===== config.mk =====
export PLATFORM = sky130hd
export DESIGN_NAME = exception_commit_unit
export DESIGN_NICKNAME = d
export VERILOG_FILES = /design/src/rtl/exception_commit_unit_pkg.sv /design/src/rtl/exception_commit_unit_ex_priority_enc.sv /design/src/rtl/exception_commit_unit.sv
export SDC_FILE = /design/constraint.sdc
export NUM_CORES = 1
export LEC_CHECK = 0
export BUFFER_PORTS_ARGS = -buffer_cell sky130_fd_sc_hd__buf_4
export CORE_AREA = 5 5 169 171
export CTS_CLUSTER_DIAMETER = 60
export DETAILED_ROUTE_END_ITERATION = 6
export DIE_AREA = 0 0 174 176
export SYNTH_ARGS = -nofsm -noshare
export SYNTH_HDL_FRONTEND = slang
export SYNTH_HIERARCHICAL = 1
export SYNTH_SLANG_ARGS = --single-unit

===== constraint.sdc =====
create_clock -name clk -period 3.5 [get_ports clk]
set_input_delay 0.525 -clock clk [delete_from_list [all_inputs] [get_ports clk]]
set_output_delay 0.525 -clock clk [all_outputs]
set_load 0.05 [all_outputs]

===== src/rtl/exception_commit_unit_pkg.sv =====
// Shared definitions for exception_commit_unit.
// Contents: exception codes and subcodes, bit positions inside wb_ex_flags,
// and the commit FSM state encoding.
package exception_commit_unit_pkg;

  // Bit positions inside wb_ex_flags
  localparam int EXF_ADEF = 0;
  localparam int EXF_INE  = 1;
  localparam int EXF_SYS  = 2;
  localparam int EXF_BRK  = 3;
  localparam int EXF_ALE  = 4;
  localparam int EXF_ADEM = 5;

  // Exception codes written to ESTAT.Ecode
  localparam logic [5:0] ECODE_INT = 6'h0;
  localparam logic [5:0] ECODE_ADE = 6'h8;
  localparam logic [5:0] ECODE_ALE = 6'h9;
  localparam logic [5:0] ECODE_SYS = 6'hB;
  localparam logic [5:0] ECODE_BRK = 6'hC;
  localparam logic [5:0] ECODE_INE = 6'hD;

  // Subcodes distinguishing the two address-error flavours
  localparam logic [8:0] ESUBCODE_ADEF = 9'd0;
  localparam logic [8:0] ESUBCODE_ADEM = 9'd1;

  typedef enum logic {
    ST_IDLE     = 1'b0,
    ST_REDIRECT = 1'b1
  } state_t;

endpackage


===== src/rtl/exception_commit_unit_ex_priority_enc.sv =====
// ex_priority_enc: purely combinational priority encoder for the committing
// instruction. Fixed priority, highest first:
//   INT > ADEF > INE > SYS > BRK > ALE > ADEM
// Ports:
//   has_int     in   pending interrupt from the CSR block
//   wb_ex_flags in   per-instruction exception flags (see EXF_* indices)
//   any_ex      out  an interrupt or at least one exception flag is present
//   ecode       out  exception code of the winning cause
//   esubcode    out  subcode of the winning cause
module ex_priority_enc
  import exception_commit_unit_pkg::*;
(
  input  logic       has_int,
  input  logic [5:0] wb_ex_flags,
  output logic       any_ex,
  output logic [5:0] ecode,
  output logic [8:0] esubcode
);

  always_comb begin
    any_ex   = has_int || (|wb_ex_flags);
    ecode    = ECODE_INT;
    esubcode = ESUBCODE_ADEF;
    if (has_int) begin
      ecode = ECODE_INT;
    end else if (wb_ex_flags[EXF_ADEF]) begin
      ecode = ECODE_ADE;
    end else if (wb_ex_flags[EXF_INE]) begin
      ecode = ECODE_INE;
    end else if (wb_ex_flags[EXF_SYS]) begin
      ecode = ECODE_SYS;
    end else if (wb_ex_flags[EXF_BRK]) begin
      ecode = ECODE_BRK;
    end else if (wb_ex_flags[EXF_ALE]) begin
      ecode = ECODE_ALE;
    end else if (wb_ex_flags[EXF_ADEM]) begin
      ecode    = ECODE_ADE;
      esubcode = ESUBCODE_ADEM;
    end
  end

endmodule


===== src/rtl/exception_commit_unit.sv =====
// exception_commit_unit: single commit point for exceptions, interrupts and
// ERTN, between the WB stage and the CSR block.
// Ports:
//   clk, reset                       clock, synchronous active-high reset
//   wb_valid / wb_ready              WB commit handshake (ready only in IDLE)
//   wb_pc, wb_vaddr, wb_ex_flags,
//   wb_is_ertn, wb_csr_*             committing instruction's attributes
//   has_int, ex_entry, ex_ra         interrupt pending, EENTRY and ERA
//   csr_we/wnum/wmask/wvalue         CSR write, suppressed on exception
//   wb_ex, wb_ecode, wb_esubcode,
//   csr_wb_pc, csr_wb_vaddr,
//   ertn_flush                       exception / ERTN commit to the CSR block
//   flush                            cancel all younger in-flight instructions
//   redirect_valid/pc/ready          fetch redirect handshake
//   retire                           instruction retired normally
//   ex_count                         taken exceptions + interrupts (wrapping)
//
// Redirect handshake: redirect_pc is a valid target whenever redirect_valid
// is high and stays unchanged until the cycle redirect_valid && redirect_ready,
// after which redirect_valid drops and commits resume the following cycle.
module exception_commit_unit
  import exception_commit_unit_pkg::*;
#(
  parameter int PC_W  = 32,
  parameter int CNT_W = 32
) (
  input  logic             clk,
  input  logic             reset,
  input  logic             wb_valid,
  output logic             wb_ready,
  input  logic [PC_W-1:0]  wb_pc,
  input  logic [PC_W-1:0]  wb_vaddr,
  input  logic [5:0]       wb_ex_flags,
  input  logic             wb_is_ertn,
  input  logic             wb_csr_we,
  input  logic [13:0]      wb_csr_num,
  input  logic [31:0]      wb_csr_wmask,
  input  logic [31:0]      wb_csr_wvalue,
  input  logic             has_int,
  input  logic [PC_W-1:0]  ex_entry,
  input  logic [PC_W-1:0]  ex_ra,
  output logic             csr_we,
  output logic [13:0]      csr_wnum,
  output logic [31:0]      csr_wmask,
  output logic [31:0]      csr_wvalue,
  output logic             wb_ex,
  output logic [5:0]       wb_ecode,
  output logic [8:0]       wb_esubcode,
  output logic [PC_W-1:0]  csr_wb_pc,
  output logic [PC_W-1:0]  csr_wb_vaddr,
  output logic             ertn_flush,
  output logic             flush,
  output logic             redirect_valid,
  output logic [PC_W-1:0]  redirect_pc,
  input  logic             redirect_ready,
  output logic             retire,
  output logic [CNT_W-1:0] ex_count
);

  state_t state;
  logic   commit;
  logic   any_ex;
  logic   take_ex;

  ex_priority_enc u_prio (
    .has_int     (has_int),
    .wb_ex_flags (wb_ex_flags),
    .any_ex      (any_ex),
    .ecode       (wb_ecode),
    .esubcode    (wb_esubcode)
  );

  assign wb_ready = (state == ST_IDLE);
  assign commit   = wb_valid && wb_ready;
  assign take_ex  = commit && any_ex;

  // CSR-side outputs are combinational so the CSR block samples them on the
  // same edge that commits the instruction.
  assign wb_ex        = take_ex;
  assign csr_wb_pc    = wb_pc;
  assign csr_wb_vaddr = wb_vaddr;
  // ERTN and CSR writes are dropped when the same instruction traps.
  assign ertn_flush   = commit && wb_is_ertn && !take_ex;
  assign csr_we       = commit && wb_csr_we && !take_ex;
  assign csr_wnum     = wb_csr_num;
  assign csr_wmask    = wb_csr_wmask;
  assign csr_wvalue   = wb_csr_wvalue;

  assign retire = commit && !take_ex;
  assign flush  = take_ex || ertn_flush || (state == ST_REDIRECT);

  always_ff @(posedge clk) begin
    if (reset) begin
      state          <= ST_IDLE;
      redirect_valid <= 1'b0;
      redirect_pc    <= '0;
      ex_count       <= '0;
    end else begin
      case (state)
        ST_IDLE: begin
          if (take_ex) begin
            state          <= ST_REDIRECT;
            redirect_valid <= 1'b1;
            redirect_pc    <= ex_entry;
            ex_count       <= ex_count + {{(CNT_W-1){1'b0}}, 1'b1};
          end else if (ertn_flush) begin
            // ex_ra is ERA before this commit; ERTN does not change it.
            state          <= ST_REDIRECT;
            redirect_valid <= 1'b1;
            redirect_pc    <= ex_ra;
          end
        end
        ST_REDIRECT: begin
          if (redirect_valid && redirect_ready) begin
            state          <= ST_IDLE;
            redirect_valid <= 1'b0;
          end
        end
        default: begin
          state          <= ST_IDLE;
          redirect_valid <= 1'b0;
        end
      endcase
    end
  end

endmodule


# == Word level (Yosys, flattened, before mapping) ==
# Index checks and enable logic that the tools add are counted.
# word_totals
ff_bits,66
in_bits,219
output_inout_bits,228
wordCells,49
# classes
reduce_logical,17
bitwise,1
n_addsub,1
n_mux,24
eq_ne,2
# op_table
op,n
$mux 32,2
$mux 9,6
$mux 6,6
$add 32x1->32 const B,1
$logic_and 1x1->1,8
$mux 1,7
$reduce_and 2->1,3
$reduce_or 6->1,1
$mux 4,1
$pmux 1 s2,2
$logic_or 1x1->1,3
$ne 3x1->1 const B,1
$ne 2x1->1 const B,1
$reduce_bool 2->1,1
$logic_not 1->1,1
$not 1->1,1

# == Longest topological paths before layout ==
# Gate-level depths: netlist (run 1).
# logic_depth
depth_word,8
mapped_depth,8
mapped_depth_nobuf,7

# == Cells and area by module ==
# Netlist (run 1), hierarchy kept.
# by_module_without_submodules
module,seq_area_each_um2,area_per_inst_um2,n_inst,cells_per_inst
exception_commit_unit,1321.3,3982.6,1,485
ex_priority_enc,0.0,156.4,1,22

# == Worst setup path before layout (run 1) ==
# No wires, ideal clock.
# synth_path
path_type,input to output
startpoint,in wb_ex_flags[1]
endpoint,out csr_we
t_required_ps,2975
cell_stages,4
path_buffers,0
arrival_ps,2287
slack_ps,688
cell_sequence,nor4_2 > nand3b_1 > nor2_1 > and2_1
# synth_via
elab_chain_len,5
# synth_lines
item,line_no,text
start: declaration,exception_commit_unit.sv:33,"input logic [5:0] wb_ex_flags,"
$reduce_or 6->1,exception_commit_unit_ex_priority_enc.sv:21,any_ex = has_int || (|wb_ex_flags);
$logic_or 1x1->1,exception_commit_unit_ex_priority_enc.sv:21,
via any_ex,exception_commit_unit.sv:62,logic any_ex;
$logic_and 1x1->1,exception_commit_unit.sv:75,assign take_ex = commit && any_ex;
$logic_not 1->1,exception_commit_unit.sv:84,assign csr_we = commit && wb_csr_we && !take_ex;
$logic_and 1x1->1,exception_commit_unit.sv:84,
end: declaration,exception_commit_unit.sv:42,"output logic csr_we,"
# The timed path passes the listed nets, and every way through them passes these cells.

# == Worst setup path in the final report (run 1) ==
# layout_path
startpoint,in wb_ex_flags[1]
endpoint,out wb_ex
# layout_via
elab_chain_len,3
# layout_lines
item,line_no,text
$reduce_or 6->1,exception_commit_unit_ex_priority_enc.sv:21,
$logic_or 1x1->1,exception_commit_unit_ex_priority_enc.sv:21,
via any_ex,exception_commit_unit.sv:62,
$logic_and 1x1->1,exception_commit_unit.sv:75,
end: declaration,exception_commit_unit.sv:46,"output logic wb_ex,"
# The timed path passes the listed nets, and every way through them passes these cells.

==> qor.csv, run 1 <==
stage,metric,value,unit
power,maximum vdd ir drop,0.243,mV
worst_setup_path,Worst setup EP type,output port,
clocking,Post-CTS Resized,0,
yosys,Synth area leaders,"dfxtp_1 32%, buf_4 28%, o221ai_1 6.8%",
route,number of remaining DRC errors,0,
worst_setup_path,crit-path cells,"buf_4, nor4_2, nand3b_1, nand3b_1, inv_1, buf_4",
floorplan,row count,60,
clocking,CTS tree,done,
worst_setup_path,worst setup path category,in -> out,
worst_setup_path,Worst R2R Setup Slack,1.09,ns
global_routing,vias in the first global route,3533,
cells_and_area,layout cells sized above 1,35.4,%
sta,highest clock rate,412,MHz
yosys,"Avg Cell Area, Syn",8.16,um^2
yosys,asr flop ratio synth,0,%
yosys,#FFs+latches synth,66,
sta,Setup-failing EPs final,0,
cells_and_area,area delta synth->final,17.2,%
clocking,Inserted Clock Buffers,9,
sta,post-layout min period,2.43,ns
worst_setup_path,delay of the slowest cell on the worst path,0.37,ns
sta,Worst Skew,0.00809,ns
worst_setup_path,worst flop-to-flop path endpoint,ex_count[30],
status,run status,"finished, final reports clean",
cells_and_area,FF/Latch Area,0.00132,mm^2
placed_design,input/output buffers,152,
floorplan,die width,174,um
sta,final hold violation count,0,
yosys,number of synthesized flops with an enable pin,0,
route,vias per cell,4.08,
worst_setup_path,Worst R2R Start,ex_count[0],
clocking,Clock Latency Late Sink,0.34,ns
sta,Slew headroom,48.8,%
route,Pre-Repair DR Iteration Count,4,
sta,setup_tns,0,ns
yosys,number of library cell types mapped by synthesis,35,
hold_path,hold endpoint,redirect_pc[0],
worst_setup_path,R2R cell count,5,
route,Iteration-0 DRC Markers,106,
global_routing,antenna violations before repair,0,
global_routing,gr usage total,9.37,%
cells_and_area,number of antenna cells inserted,0,
clocking,H-tree levels,3,
sta,final max-slew violation count,0,
floorplan,Top Ports,447,
worst_setup_path,Crit path buffers/inverters,3,
yosys,"Seq/Total Area, Yosys",31.9,%
yosys,most frequent cells after synthesis,"152 x buf_4, 66 x dfxtp_1, 55 x a21oi_1",
worst_setup_path,Worst Path Max Fanout,7,
worst_setup_path,"Arr. time, crit path",1.90,ns
clocking,post-CTS setup buffer count,0,
clocking,"CTS clk-pin slew, worst paths",0.06,ns
cells_and_area,Final #Nets,726,
power,power density over cell area,443,mW/mm^2
placed_design,HPWL Detailed,11.5,mm
yosys,YS warnings,6,
floorplan,Core ar.,0.0267,mm^2
yosys,share of Yosys cell area claimed by the top area cell type,31.9,%
cells_and_area,Multi-input gate area,0.00156,mm^2
yosys,Synth area leader,dfxtp_1,
yosys,dominant synthesized flop cell,dfxtp_1,
yosys,synthesized area,0.00414,mm^2
global_routing,largest net degree at the start of global routing,67,
clocking,Longest Clk Path Bufs,2,
floorplan,die area,0.0306,mm^2
power,LEAKAGE,0.00183,uW
cells_and_area,"Core Util, Final",18.2,%
placed_design,Final Wtd Congestion,0.723,
hold_path,Hold Crit Depth,2,
worst_setup_path,"Slowest-stage cell, CP",nor4_2,
clocking,CTS Sinks,66,
global_routing,first-pass GRT wire length,21.6,mm
route,vias,3472,
worst_setup_path,CP startpoint kind,input port,
hold_path,Hold Path Origin,redirect_pc[0],
run,MaxCap Viol Count,0,
worst_setup_path,required time of the worst setup path,2.97,ns
hold_path,Worst Hold Class,reg -> reg,
sta,period utilization,69.3,%
floorplan,Die Y,176,um
floorplan,Starting Density,15.5,%
sta,RSZ-0062 raised after global routing,no,
global_routing,grt total ovfl,0,
yosys,top-count cell post-synth,buf_4,
clocking,hold_buf cts,0,
clocking,Root Buffer,clkbuf_16,
route,final antenna-violating net count,0,
cells_and_area,fillers,3010,
sta,Worst-Margin Slew,0.769,ns
worst_setup_path,Crit path max-delay family,simple AND/OR/NAND/NOR gates,
route,final wirelength,14.9,mm
route,Routed WL per cell,17.4,um
yosys,Post-Synthesis Cells,507,
## worst min-delay path, delay by kind of cell, from the launching register on
kind	cells	cell delay (ns)
flops	1	0.31
simple gates	1	0.05
compound gates	1	0.05
## placed cells by master, fill, tap and decap left out, types with 6 or more instances in the layout
master	synthesis	layout
buf_4	152	158
dfxtp_1	66	66
a21oi_1	55	55
nand2_1	52	52
o221ai_1	32	32
or4_1	18	18
nor2_1	17	16
o31ai_1	15	15
conb_1	1	10
inv_1	9	9
clkbuf_16	0	9
xnor2_1	8	8
nand3_1	7	7
nand4_1	6	6
or3_1	6	6
## worst max-delay path by stage
| stage | start | to | slack [ns] | depth (start not counted) |
|---|---|---|---|---|
| 2_1_floorplan | wb_ex_flags[1] | csr_we | 0.69 | 4 |
| 3_3_place_gp | wb_ex_flags[0] | ex_count[26] | 0.92 | 7 |
| 3_5_place_dp | wb_ex_flags[0] | ex_count[30] | 0.85 | 7 |
| 4_1_cts | wb_ex_flags[1] | wb_ex | 0.98 | 6 |
| 5_1_grt | wb_ex_flags[1] | wb_ex | 0.90 | 6 |
| 6_report | wb_ex_flags[1] | wb_ex | 1.07 | 6 |
## kinds of logic (layout without fill, tap and decap cells)
logic type	count (synthesis)	after routing	synth area share [%]
buffers and inverters	188	183	31.2
and+or+nand+nor	131	131	16.9
AOI/OAI and AO/OA	108	108	17.0
DFF	66	66	31.9
xor gates and xnor gates	12	12	2.54
adders and majority gates	1	1	0.302
other	1	10	0.0906
## sequential cells by signal (all words and copies together) (netlist names)
signal and count:
state 1, redirect_valid 1, redirect_pc 32, ex_count 32
## cell type report
cell class                 count  share of cell area, %
clock buffer                  11                   5.00
clock inverter                 5                   1.60
inverter                       9                  0.696
multi-input combinational    262                   32.2
sequential                    66                   27.2
tap                          341                   8.80
timing repair buffer         158                   24.5
## per-stage QoR
stage                     setup slack [ns]  power (uW)  std cells  hold slack [ns]  area (um^2)
final                                 1.07        2150        852            0.452         4850
after global routing                 0.896        2260        852            0.467         4850
after CTS                            0.982        2200        852            0.455         4850
after detailed placement             0.853        1170        836            0.446         4530
after global placement               0.921        1160        836            0.439         4530
after floorplan                      0.688        1460        516            0.472         4170
## power by group
| part | switching (uW) | leakage, uW | internal, uW | total, uW |
|---|---|---|---|---|
| registers | 17.6 | 0.000536 | 776 | 794 |
| logic | 229 | 0.00114 | 123 | 351 |
| clock network | 364 | 0.000156 | 641 | 1010 |
## per-layer routing
metal	share of wire (%)	up-vias	GRT usage [%]
li1	-	1617	-
met1	37	1564	9.50
met2	48	217	15.3
met3	11	74	4.95
met4	4.6	0	5.81
met5	0	-	0
Power figures use the tool's default switching activity.
==> run 2, diff against run 1 <==
--- a/config.mk
+++ b/config.mk
@@ -5,11 +5,12 @@
 export SDC_FILE = /design/constraint.sdc
 export NUM_CORES = 1
 export LEC_CHECK = 0
+export ABC_AREA = 1
 export BUFFER_PORTS_ARGS = -buffer_cell sky130_fd_sc_hd__buf_4
-export CORE_AREA = 5 5 169 171
+export CORE_AREA = 5 5 170 172
 export CTS_CLUSTER_DIAMETER = 60
 export DETAILED_ROUTE_END_ITERATION = 6
-export DIE_AREA = 0 0 174 176
+export DIE_AREA = 0 0 175 177
 export SYNTH_ARGS = -nofsm -noshare
 export SYNTH_HDL_FRONTEND = slang
 export SYNTH_HIERARCHICAL = 1
==> constraint.sdc (replaced) <==
create_clock -name clk -period 2.5 [get_ports clk]
set_input_delay 0.375 -clock clk [delete_from_list [all_inputs] [get_ports clk]]
set_output_delay 0.375 -clock clk [all_outputs]
set_load 0.05 [all_outputs]
==> qor.csv, run 2 <==
stage,metric,value,unit,change
sta,Setup-failing EPs final,0,,unchanged
clocking,H-tree levels,3,,unchanged
hold_path,hold endpoint,redirect_pc[14],,
yosys,synthesized area,0.00457,mm^2,+10%
route,vias,3991,,+15%
clocking,Inserted Clock Buffers,9,,unchanged
sta,final hold violation count,0,,unchanged
global_routing,gr usage total,9.55,%,+0.18 points
placed_design,DP Cell Count,989,,+18%
cells_and_area,fin cells,1005,,+18%
floorplan,die width,175,um,+0.57%
worst_setup_path,Worst R2R Start,state,,
global_routing,antenna violations before repair,0,,unchanged
yosys,most frequent cells after synthesis,"155 x buf_4, 100 x nand2_1, 66 x dfxtp_1",,
worst_setup_path,Worst Path Max Fanout,8,,+1
hold_path,Hold Crit Depth,3,,+1
cells_and_area,Final #Nets,874,,+20%
clocking,CTS tree,done,,
yosys,YS warnings,6,,unchanged
clocking,Root Buffer,clkbuf_16,,
power,LEAKAGE,0.00222,uW,+21%
clocking,hold_buf cts,0,,unchanged
cells_and_area,"most common cell after layout, fill and taps aside",buf_4,,
route,number of remaining DRC errors,0,,unchanged
worst_setup_path,"Slowest-stage cell, CP",nand4_1,,
clocking,Post-CTS Resized,0,,unchanged
yosys,"Seq/Total Area, Yosys",28.9,%,-3.0 points
sta,highest clock rate,468,MHz,
yosys,Post-Synthesis Cells,648,,+28%
floorplan,Top Ports,447,,unchanged
worst_setup_path,delay of the slowest cell on the worst path,0.25,ns,-0.12 ns
worst_setup_path,Worst setup EP type,output port,,
worst_setup_path,CP startpoint kind,input port,,
yosys,share of Yosys cell area claimed by the top area cell type,28.9,%,-3.0 points
cells_and_area,layout cells sized above 1,34.0,%,-1.4 points
floorplan,Die Y,177,um,+0.57%
worst_setup_path,Worst R2R Setup Slack,0.81,ns,-0.28 ns
sta,Hold WS,0.345,ns,-0.107 ns
sta,Slew headroom,58.2,%,+9.5 points
cells_and_area,area delta synth->final,15.7,%,
route,final wirelength,15.3,mm,+3.1%
worst_setup_path,R2R cell count,7,,+2
route,vias per cell,3.97,,-2.6%
clocking,Longest Clk Path Bufs,2,,unchanged
floorplan,Starting Density,16.7,%,+1.2 points
yosys,number of library cell types mapped by synthesis,33,,-5.7%
cells_and_area,biggest regs,"ex_count: 32 flops, redirect_pc: 32 flops",,
route,final antenna-violating net count,0,,unchanged
clocking,"CTS clk-pin slew, worst paths",0.06,ns,about the same
sta,RSZ-0062 raised after global routing,no,,
yosys,"Avg Cell Area, Syn",7.05,um^2,-14%
sta,Worst Skew,0.0135,ns,+0.00544 ns
route,Pre-Repair DR Iteration Count,5,,+1
sta,Worst-Margin Slew,0.626,ns,-0.143 ns
run,MaxCap Viol Count,0,,unchanged
yosys,top-count cell post-synth,buf_4,,
yosys,Synth area leader,dfxtp_1,,
floorplan,row count,61,,+1.7%
worst_setup_path,required time of the worst setup path,2.12,ns,-0.85 ns
route,Iteration-0 DRC Markers,173,,+63%
power,power density over cell area,607,mW/mm^2,+37%
hold_path,Hold Path Origin,ex_ra[14],,
worst_setup_path,"Arr. time, crit path",1.76,ns,-0.14 ns
sta,setup_tns,0,ns,unchanged
hold_path,Worst Hold Class,in -> reg,,
power,Tot Pwr,3210,uW,+49%
cells_and_area,number of antenna cells inserted,0,,unchanged
clocking,CTS Sinks,66,,unchanged
cells_and_area,most frequent cells in the layout,"159 x buf_4, 100 x nand2_1, 66 x dfxtp_1",,
power,maximum vdd ir drop,0.243,mV,-0.39%
floorplan,die area,0.0310,mm^2,+1.1%
placed_design,pre-CTS setup slack,0.327,ns,-0.526 ns
clocking,Clock Latency Late Sink,0.34,ns,about the same
worst_setup_path,worst setup path category,in -> out,,
worst_setup_path,crit-path cells,"buf_4, nor2_1, nand4_1, nand3_4, clkinv_2, nor2_4, nand2_1, buf_4",,
sta,final max-slew violation count,0,,unchanged
yosys,asr flop ratio synth,0,%,unchanged
yosys,Synth area leaders,"dfxtp_1 29%, buf_4 25%, nand2_1 8.2%",,
placed_design,input/output buffers,152,,unchanged
worst_setup_path,Crit path top cell by count,buf_4,,
placed_design,Final Wtd Congestion,0.809,,+12%
floorplan,Core ar.,0.0273,mm^2,+2.2%
sta,period utilization,85.4,%,
status,run status,"finished, final reports clean",,
worst_setup_path,worst flop-to-flop path endpoint,redirect_pc[10],,
sta,post-layout min period,2.14,ns,
yosys,#FFs+latches synth,66,,unchanged
yosys,number of synthesized flops with an enable pin,0,,unchanged
placed_design,HPWL Detailed,12.2,mm,+6.1%
global_routing,first-pass GRT wire length,22.7,mm,+4.9%
global_routing,grt total ovfl,0,,unchanged
route,Routed WL per cell,15.2,um,-13%
cells_and_area,fillers,3095,,+2.8%
yosys,dominant synthesized flop cell,dfxtp_1,,
global_routing,largest net degree at the start of global routing,35,,-48%
sta,post-route setup slack,0.365,ns,-0.709 ns
global_routing,vias in the first global route,3842,,+8.7%
clocking,post-CTS setup buffer count,0,,unchanged
==> run 2: changes by cell type after synthesis, sizes merged, moves of 29 or more <==
| cell | change |
|---|---|
| nor2 | +54 |
| o211ai | +32 |
| o221ai | -32 |
| or2 | +29 |
| nand2 | +51 |
| inv | +41 |
==> run 2: logic make-up after synthesis <==
family | synth area share (%)
AND/OR/NAND/NOR | 26.0
buffers and inverters | 31.5
AO/OA/AOI/OAI | 12.6
flip-flops | 28.9
XOR/XNOR | 0.575
adder cells (fa/ha/maj) | 0.274
other | 0.0820
==> run 2: per-layer routing <==
layer | part of all wire [%] | global-route usage, % | wire, um | vias up
met1 | 38 | 9.90 | 5840 | 1770
met2 | 46 | 15.4 | 7090 | 223
met4 | 4.1 | 5.30 | 632 | 4
met5 | 0.64 | 2.08 | 98 | -
li1 | - | - | - | 1941
met3 | 11 | 5.08 | 1670 | 53
==> run 2: critical path, delay by kind of cell <==
family	cells	cell delay, ns
buffers and inverters	3	0.47
AND/OR/NAND/NOR	5	0.91
==> run 2: cell type report <==
type                    count  area [um^2]  share of cell area (%)
multi-input cells         367         1840                    34.8
flip-flops and latches     66         1320                    25.0
repair buffers            159         1190                    22.6
well taps                 346          433                    8.18
clock buffers               9          225                    4.26
inverters                  51          193                    3.64
clock inverters             7         82.6                    1.56
==> run 2: stage by stage <==
step           utilization, %  instance area (um^2)
2_1_floorplan               -                  4600
6_report                 19.4                  5290
5_1_grt                  19.4                  5290
3_5_place_dp             18.2                  4980
4_1_cts                  19.4                  5290
3_3_place_gp             18.2                  4980
==> run 2: how the worst max path moves through the flow <==
| stage | from | endpoint | depth (start not counted) |
|---|---|---|---|
| final | wb_ex_flags[1] | flush | 8 |
| after global routing | wb_ex_flags[1] | flush | 8 |
| after CTS | wb_ex_flags[1] | flush | 8 |
| after detailed placement | wb_ex_flags[1] | redirect_pc[6] | 9 |
| after global placement | wb_ex_flags[1] | redirect_pc[12] | 9 |
| after floorplan | wb_ex_flags[1] | csr_we | 3 |
==> run 2: report_power, final <==
part	switching [uW]	internal [uW]
Combinational	463	246
Sequential	35.7	1110
Clock	569	791
==> run 3, diff against run 2 <==
--- a/config.mk
+++ b/config.mk
@@ -5,12 +5,11 @@
 export SDC_FILE = /design/constraint.sdc
 export NUM_CORES = 1
 export LEC_CHECK = 0
-export ABC_AREA = 1
-export BUFFER_PORTS_ARGS = -buffer_cell sky130_fd_sc_hd__buf_4
 export CORE_AREA = 5 5 170 172
 export CTS_CLUSTER_DIAMETER = 60
 export DETAILED_ROUTE_END_ITERATION = 6
 export DIE_AREA = 0 0 175 177
+export DONT_BUFFER_PORTS = 1
 export SYNTH_ARGS = -nofsm -noshare
 export SYNTH_HDL_FRONTEND = slang
 export SYNTH_HIERARCHICAL = 1
==> qor.csv, run 3 (synthesis results as in run 1) <==
stage,metric,value,unit,change
floorplan,Core ar.,0.0273,mm^2,unchanged
sta,Slew headroom,58.8,%,+0.58 points
global_routing,largest net degree at the start of global routing,67,,+91%
route,vias per cell,4.19,,+5.6%
worst_setup_path,crit-path cells,"buf_4, nand4_1, or4_1, or4_1, a21oi_1",,
clocking,Clock Latency Late Sink,0.34,ns,about the same
global_routing,antenna violations before repair,1,,+1
route,final antenna-violating net count,0,,unchanged
power,LEAKAGE,0.00125,uW,-44%
clocking,Longest Clk Path Bufs,2,,unchanged
hold_path,Worst Hold Class,in -> reg,,
sta,Worst Skew,0.0122,ns,-0.00131 ns
floorplan,die area,0.0310,mm^2,unchanged
cells_and_area,final instance area,0.00400,mm^2,-24%
cells_and_area,most frequent cells in the layout,"66 x dfxtp_1, 55 x a21oi_1, 52 x nand2_1",,
route,Routed WL per cell,19.5,um,+28%
worst_setup_path,"Slowest-stage cell, CP",or4_1,,
sta,post-route setup slack,0.317,ns,-0.0477 ns
clocking,Post-CTS Resized,0,,unchanged
worst_setup_path,Worst Path Max Fanout,8,,unchanged
worst_setup_path,Crit path top cell by count,or4_1,,
global_routing,grt total ovfl,0,,unchanged
cells_and_area,"most common cell after layout, fill and taps aside",dfxtp_1,,
worst_setup_path,Worst setup EP type,flip-flop,,
sta,post-layout min period,2.18,ns,+0.0477 ns
placed_design,Final Wtd Congestion,0.724,,-10%
clocking,post-CTS setup buffer count,0,,unchanged
floorplan,Starting Density,15.1,%,-1.6 points
power,maximum vdd ir drop,0.252,mV,+3.8%
sta,highest clock rate,458,MHz,-2.2%
route,final wirelength,14.5,mm,-5.7%
status,run status,"finished, final reports clean",,
cells_and_area,biggest regs,"ex_count: 32 flops, redirect_pc: 32 flops",,
route,Iteration-0 DRC Markers,139,,-20%
floorplan,row count,61,,unchanged
floorplan,Top Ports,447,,unchanged
floorplan,die width,175,um,unchanged
route,number of remaining DRC errors,0,,unchanged
clocking,"CTS clk-pin slew, worst paths",0.06,ns,about the same
power,power density over cell area,687,mW/mm^2,+13%
worst_setup_path,required time of the worst setup path,2.77,ns,+0.65 ns
global_routing,gr usage total,9.00,%,-0.55 points
placed_design,total placed instance area,0.00371,mm^2,-26%
worst_setup_path,CP startpoint kind,flip-flop,,
clocking,CTS Sinks,66,,unchanged
placed_design,pre-CTS setup slack,0.139,ns,-0.188 ns
clocking,hold_buf cts,0,,unchanged
clocking,Root Buffer,clkbuf_16,,
sta,Hold WS,0.100,ns,-0.245 ns
worst_setup_path,"Arr. time, crit path",2.45,ns,+0.69 ns
sta,final hold violation count,0,,unchanged
placed_design,HPWL Detailed,11.2,mm,-8.6%
sta,period utilization,87.3,%,+1.9 points
cells_and_area,number of antenna cells inserted,0,,unchanged
worst_setup_path,Crit path max-delay family,simple AND/OR/NAND/NOR gates,,
sta,Setup-failing EPs final,0,,unchanged
route,vias,3112,,-22%
cells_and_area,Final #Nets,611,,-30%
worst_setup_path,Crit path buffers/inverters,1,,-2
floorplan,Die Y,177,um,unchanged
worst_setup_path,delay of the slowest cell on the worst path,0.63,ns,+0.38 ns
sta,setup_tns,0,ns,unchanged
global_routing,first-pass GRT wire length,20.4,mm,-10%
route,Pre-Repair DR Iteration Count,4,,-1
sta,Worst-Margin Slew,0.617,ns,-0.00862 ns
clocking,H-tree levels,3,,unchanged
clocking,CTS tree,done,,
worst_setup_path,worst setup path category,reg -> reg,,
cells_and_area,"Core Util, Final",14.6,%,-4.7 points
cells_and_area,layout cells sized above 1,17.7,%,-16 points
global_routing,vias in the first global route,3077,,-20%
cells_and_area,area delta synth->final,-3.30,%,
sta,RSZ-0062 raised after global routing,no,,
clocking,Inserted Clock Buffers,9,,unchanged
run,MaxCap Viol Count,0,,unchanged
sta,final max-slew violation count,0,,unchanged
placed_design,input/output buffers,0,,-100%
==> run 3: final timing paths <==
check	startpoint	to	slack [ns]	cells after the start
worst max-delay path	ex_count[1]	ex_count[31]	0.32	5
worst min-delay path	reset	redirect_pc[25]	0.10	1
worst max register to register	ex_count[1]	ex_count[31]	0.32	5
worst min register to register	ex_count[3]	ex_count[3]	0.61	2
==> run 3: report_power, final <==
part | switching, uW | internal [uW] | leakage [uW]
clock | 529 | 771 | 0.000145
combinational | 173 | 62.3 | 0.000567
sequential | 130 | 1090 | 0.000536
==> run 3: layout make-up <==
| class | instances | area, um^2 |
|---|---|---|
| fill | 3129 | 23300 |
| tap | 346 | 433 |
| timing repair buffer | 43 | 348 |
| clock buffer | 9 | 225 |
| clock inverter | 7 | 70.1 |
| sequential | 66 | 1320 |
| inverter | 9 | 33.8 |
| multi-input combinational | 262 | 1570 |
==> run 3: routing by layer <==
metal  track usage, %  vias to the layer above  wire length, um
met5                0                        -               13
met4             6.87                        2              979
met3             5.02                       85             1810
met2             14.6                      220             6960
met1             8.51                     1411             4690
li1                 -                     1394                -
==> run 3: through the flow <==
step | power, uW | instances
after floorplan | 2040 | 516
after global placement | 1480 | 726
after detailed placement | 1480 | 726
after CTS | 2820 | 742
after global routing | 2890 | 742
final | 2750 | 742
